==> src/rtl/adam_aes_pkg.sv <==
// adam_aes_pkg
//   Shared types and helpers for the AES CTR keystream sequencer.
//   - block_t     : 128-bit AES block
//   - ctr_state_e : sequencer states (IDLE, START, WAIT, KS)
//   - ctr_mask    : mask covering the low 'width' counter bits
//   - ctr_inc     : increment low 'width' bits modulo 2^width, upper bits kept
//   - ctr_wraps   : 1 when the low 'width' bits are all ones (next inc wraps)
package adam_aes_pkg;

  typedef logic [127:0] block_t;

  typedef enum logic [1:0] {
    IDLE  = 2'd0,
    START = 2'd1,
    WAIT  = 2'd2,
    KS    = 2'd3
  } ctr_state_e;

  function automatic block_t ctr_mask(input int unsigned width);
    block_t m;
    if (width >= 128) m = '1;
    else              m = (block_t'(1) << width) - block_t'(1);
    return m;
  endfunction

  function automatic block_t ctr_inc(input block_t ctr, input int unsigned width);
    block_t m;
    m = ctr_mask(width);
    // Carry out of the counter field is masked off so the nonce never changes.
    return (ctr & ~m) | ((ctr + block_t'(1)) & m);
  endfunction

  function automatic logic ctr_wraps(input block_t ctr, input int unsigned width);
    block_t m;
    m = ctr_mask(width);
    return ((ctr & m) == m);
  endfunction

endpackage

==> src/rtl/adam_aes_ctr_keystream.sv <==
// adam_aes_ctr_keystream
//   CTR-mode sequencer around the AES encipher block. Presents the counter
//   block to the encipher, captures the enciphered result as keystream and
//   XORs it with a valid/ready stream of 128-bit words.
//
//   Ports
//     clk, reset_n            clock, async active-low reset
//     init, iv                start a new message with initial counter iv
//     enc_next, enc_block     start pulse / counter block to the encipher
//     enc_ready,enc_new_block encipher ready / result
//     in_valid/in_ready/in_data/in_last      input word stream
//     out_valid/out_ready/out_data/out_last  output word stream
//     busy                    sequencer not idle
//     err_wrap                sticky counter-wrap flag, cleared by init
//
//   state | meaning
//   IDLE  | no message active, input refused
//   START | waiting for encipher ready to issue enc_next
//   WAIT  | encipher running, waiting for its result
//   KS    | keystream held, waiting to accept one input word
module adam_aes_ctr_keystream
  import adam_aes_pkg::*;
#(
  parameter int unsigned CTR_WIDTH = 32
) (
  input  logic         clk,
  input  logic         reset_n,
  input  logic         init,
  input  logic [127:0] iv,
  output logic         enc_next,
  output logic [127:0] enc_block,
  input  logic         enc_ready,
  input  logic [127:0] enc_new_block,
  input  logic         in_valid,
  output logic         in_ready,
  input  logic [127:0] in_data,
  input  logic         in_last,
  output logic         out_valid,
  input  logic         out_ready,
  output logic [127:0] out_data,
  output logic         out_last,
  output logic         busy,
  output logic         err_wrap
);

  ctr_state_e state_q, state_d;
  block_t     ctr_q, ctr_d;
  block_t     ks_q, ks_d;
  logic       drop_q, drop_d;
  logic       err_wrap_q, err_wrap_d;
  logic       out_valid_q, out_valid_d;
  block_t     out_data_q, out_data_d;
  logic       out_last_q, out_last_d;
  logic       accept;

  always_ff @(posedge clk or negedge reset_n) begin
    if (!reset_n) begin
      state_q     <= IDLE;
      ctr_q       <= '0;
      ks_q        <= '0;
      drop_q      <= 1'b0;
      err_wrap_q  <= 1'b0;
      out_valid_q <= 1'b0;
      out_data_q  <= '0;
      out_last_q  <= 1'b0;
    end else begin
      state_q     <= state_d;
      ctr_q       <= ctr_d;
      ks_q        <= ks_d;
      drop_q      <= drop_d;
      err_wrap_q  <= err_wrap_d;
      out_valid_q <= out_valid_d;
      out_data_q  <= out_data_d;
      out_last_q  <= out_last_d;
    end
  end

  always_comb begin
    state_d     = state_q;
    ctr_d       = ctr_q;
    ks_d        = ks_q;
    drop_d      = drop_q;
    err_wrap_d  = err_wrap_q;
    out_valid_d = out_valid_q;
    out_data_d  = out_data_q;
    out_last_d  = out_last_q;
    enc_next    = 1'b0;
    in_ready    = 1'b0;
    accept      = 1'b0;

    unique case (state_q)
      IDLE: ;
      START: begin
        if (drop_q) begin
          // The first ready after an init-in-WAIT is the stale completion;
          // swallow it and issue on a later cycle.
          if (enc_ready) drop_d = 1'b0;
        end else if (enc_ready) begin
          enc_next = 1'b1;
          state_d  = WAIT;
        end
      end
      WAIT: begin
        if (enc_ready) begin
          ks_d    = enc_new_block;
          state_d = KS;
        end
      end
      KS: begin
        in_ready = !out_valid_q || out_ready;
        if (in_valid && in_ready) begin
          accept  = 1'b1;
          ctr_d   = ctr_inc(ctr_q, CTR_WIDTH);
          if (ctr_wraps(ctr_q, CTR_WIDTH)) err_wrap_d = 1'b1;
          state_d = in_last ? IDLE : START;
        end
      end
      default: state_d = IDLE;
    endcase

    if (accept) begin
      out_valid_d = 1'b1;
      out_data_d  = in_data ^ ks_q;
      out_last_d  = in_last;
    end else if (out_ready) begin
      out_valid_d = 1'b0;
    end

    // init overrides counter and state; an acceptance in the same cycle still
    // completes with the old keystream, and the output register is untouched.
    if (init) begin
      ctr_d      = iv;
      err_wrap_d = 1'b0;
      state_d    = START;
      enc_next   = 1'b0;
      if (state_q == WAIT) drop_d = 1'b1;
    end
  end

  assign enc_block = ctr_q;
  assign out_valid = out_valid_q;
  assign out_data  = out_data_q;
  assign out_last  = out_last_q;
  assign busy      = (state_q != IDLE);
  assign err_wrap  = err_wrap_q;

endmodule

==> config.mk <==
export PLATFORM = sky130hd
export DESIGN_NAME = adam_aes_ctr_keystream
export DESIGN_NICKNAME = d
export VERILOG_FILES = /design/src/rtl/adam_aes_pkg.sv /design/src/rtl/adam_aes_ctr_keystream.sv
export SDC_FILE = /design/constraint.sdc
export NUM_CORES = 1
export LEC_CHECK = 0
export ABC_AREA = 0
export CAP_MARGIN = 20
export CORE_AREA = 10 10 243 245
export DETAILED_ROUTE_END_ITERATION = 7
export DIE_AREA = 0 0 253 255
export SETUP_SLACK_MARGIN = 0.4
export SYNTH_ARGS = -nofsm -noshare
export SYNTH_HDL_FRONTEND = slang
export SYNTH_SLANG_ARGS = --single-unit
==> constraint.sdc <==
create_clock -name clk -period 3 [get_ports clk]
set_input_delay 0.6 -clock clk [delete_from_list [all_inputs] [get_ports clk]]
set_output_delay 0.6 -clock clk [all_outputs]
set_load 0.05 [all_outputs]
==> out/results.ini <==
[clocking]
clk_pin_slew_ns=0.06
tritoncts=yes
ctsHtreeMaxLevel=2
numCtsBuffers=46
clkSinkCount=390
clock_latency_ns=0.59
cts.path.max_buffers=3
cts_setup_buffers=0
ctsRootBufferMaster=clkbuf_16

[placement]
numPortBuffers=652
dpl.hpwl_mm=45.1
placedCellCount=2576
place.gp.congestion=0.843

[grt]
grt_max_degree=131
gr-usage-all-layers_pct=17.2
antenna_found_initial=11
grt_pass1_vias=12741
gr-total-overflow=0
grt_pass1_wl_mm=83.1

[layout]
final_cell_mix=clkdlybuf4s50_1 (640), dfrtp_1 (390), mux2_2 (228), xnor2_1 (137), nor2_1 (134)
nFillCells=5024
mostFrequentLayoutCell=clkdlybuf4s50_1
area_growth_pct=56.6
layoutNonFillerInstCount=2667
final_nets=2317
drive_gt1_share_pct=17.6

[outcome]
status=complete, no violations

[timing]
finalMaxSlewViolations=0
slew-limit-headroom_pct=50.1
layout_min_cycle_time_ns=2.54
finalSetupViolations=0
setup-tns-final_ns=0
rsz0062_at_grt=false
final_hold_viol_count=0
worst_pin_slew_ns=0.748
skew_ns=0.0180
max_freq_mhz=394
fin_crit_sh_pct=84.6

[flow_run]
maxCapViolations=0

[synth]
postSynthCellCount=1255
synth-seq-cells=390
syn_nets=1651
syn_area_sq_mm=0.0160
yosysWarnings=0
avgSynthCellArea_sq_um=12.8
yosysSeqAreaShare_pct=60.9
synth_cell_types=37

[route]
dr.pass1.iters=4
antenna_left=0
vias_per_cell=4.49
vias=11988
wl_met3_mm=4.93
met1_length_mm=21.6
drt_wl_total_mm=57.8
wl_per_cell_um=21.7
highest_layer=met5
drt_iter0_drc=413
dr_wl_met2_mm=29.8
remaining_drc_errors=0

[die]
ios=653
start_util_pct=29.4
die_h_um=255
die_x_um=253
core-area_sq_mm=0.0544
dieArea_sq_mm=0.0645
fp-row-count=86

[critical_path]
critPathKind=flip-flop to primary output
cp_slowest_cell=clkdlybuf4s50_1
crit_buf_inv=1
cpPeakStageDelay_ns=0.89
worstPathMaxFanout=4
path_cells=clkdlybuf4s50_1
cp_data_arrival_time_ns=1.94
crit_path_end_kind=primary output
cp_top_family=buffers and inverters
worst_setup_path_start_kind=flip-flop
cp_data_required_time_ns=2.40

[pwr]
leakage_nw=10.2
power_density_mw_per_mm2=975
ir_drop_mv=0.610

[min_path]
hold_path_class=primary input to flip-flop

-- sequential cells by signal (all words and copies together), names as in the netlist --
register and flops:
out_data 128, out_last 1, err_wrap 1, enc_block 128
ks_q 128, out_valid 1, state_q 2, drop_q 1
-- synth_stat cells (all sizes together) --
cell    instances  area share, %
dfrtp         390             61
mux2          228             16
xnor2         137            7.5
nor2          135            3.2
a21oi         130            4.1
nand2          40           0.94
clkbuf         33           0.77
o21ai          30           0.94
buf            28           0.83
nand3          23           0.75
xor2           20            1.1
nand4          12           0.64
and3            7           0.27
inv             6           0.14
nor4            6           0.37
ha              5           0.39
nor3            5           0.23
nor2b           3           0.12
or3             3           0.12
and2            2          0.078
and4            2           0.11
nand2b          2          0.078
a221oi          1          0.055
a22o            1          0.055
a31oi           1          0.039
clkinv          1          0.023
mux2i           1          0.062
nor4b           1           0.15
o211ai          1          0.047
o21a            1          0.047
-- per-layer routing --
metal | vias up | track usage, %
met1 | 5853 | 18.8
met3 | 95 | 6.89
met5 | - | 0
met2 | 393 | 30.3
li1 | 5629 | -
met4 | 18 | 4.97
-- metrics by stage --
stage	setup slack [ns]	cell area [sq um]	hold WS (ns)	utilization [%]	total power, W
global route	0.414	25100	0.312	46.1	0.0257
detailed placement	0.282	23500	0.494	43.2	0.0189
finish	0.461	25100	0.325	46.1	0.0245
global placement	0.372	23500	0.475	43.2	0.0188
CTS	0.414	25100	0.296	46.0	0.0248
floorplan	0.702	16000	0.304	-	0.0149
-- worst paths after layout --
check,start,to,slack [ns],cells past startpoint
worst max-delay path,enc_block[3],enc_block[3],0.46,1
worst min-delay path,init,state_q[1],0.32,2
worst max register to register,state_q[0],out_data[28],0.69,6
worst min register to register,enc_block[42],enc_block[42],0.50,1
max in group asynchronous,reset_n,enc_block[72],1.48,4
min in group asynchronous,reset_n,enc_block[44],0.57,2
-- logic make-up after synthesis --
logic type	after synthesis	synth area share, %
buffers and inverters	68	1.77
AO/OA/AOI/OAI	165	5.24
multiplexers	229	16.1
flip-flops	390	60.9
adder cells (fa/ha/maj)	5	0.391
AND/OR/NAND/NOR	241	7.01
XOR/XNOR	157	8.58
-- report_power, final --
group / internal (W) / leakage [nW] / switching [W]
logic: 0.00411 / 4.89 / 0.00623
registers: 0.00717 / 4.56 / 0.00122
clock network: 0.00336 / 0.761 / 0.00235
-- cell type report --
class	count	area (sq um)	share of cell area [%]
Sequential cell	390	9760	38.9
Timing Repair Buffer	679	6860	27.3
Multi-Input combinational cell	797	6000	23.9
Clock buffer	71	1380	5.48
Tap cell	704	881	3.51
Clock inverter	15	175	0.698
Inverter	7	26.3	0.105
Antenna cell	4	10.0	0.0399
-- what timing repair did --
item,4_1_cts,5_1_grt
cloned,0,0
resized for setup,4,6
setup endpoints to repair,4,5
hold buffers,1,0
hold endpoints to repair,53,0
Note: power is estimated with default switching activity, not from simulation.
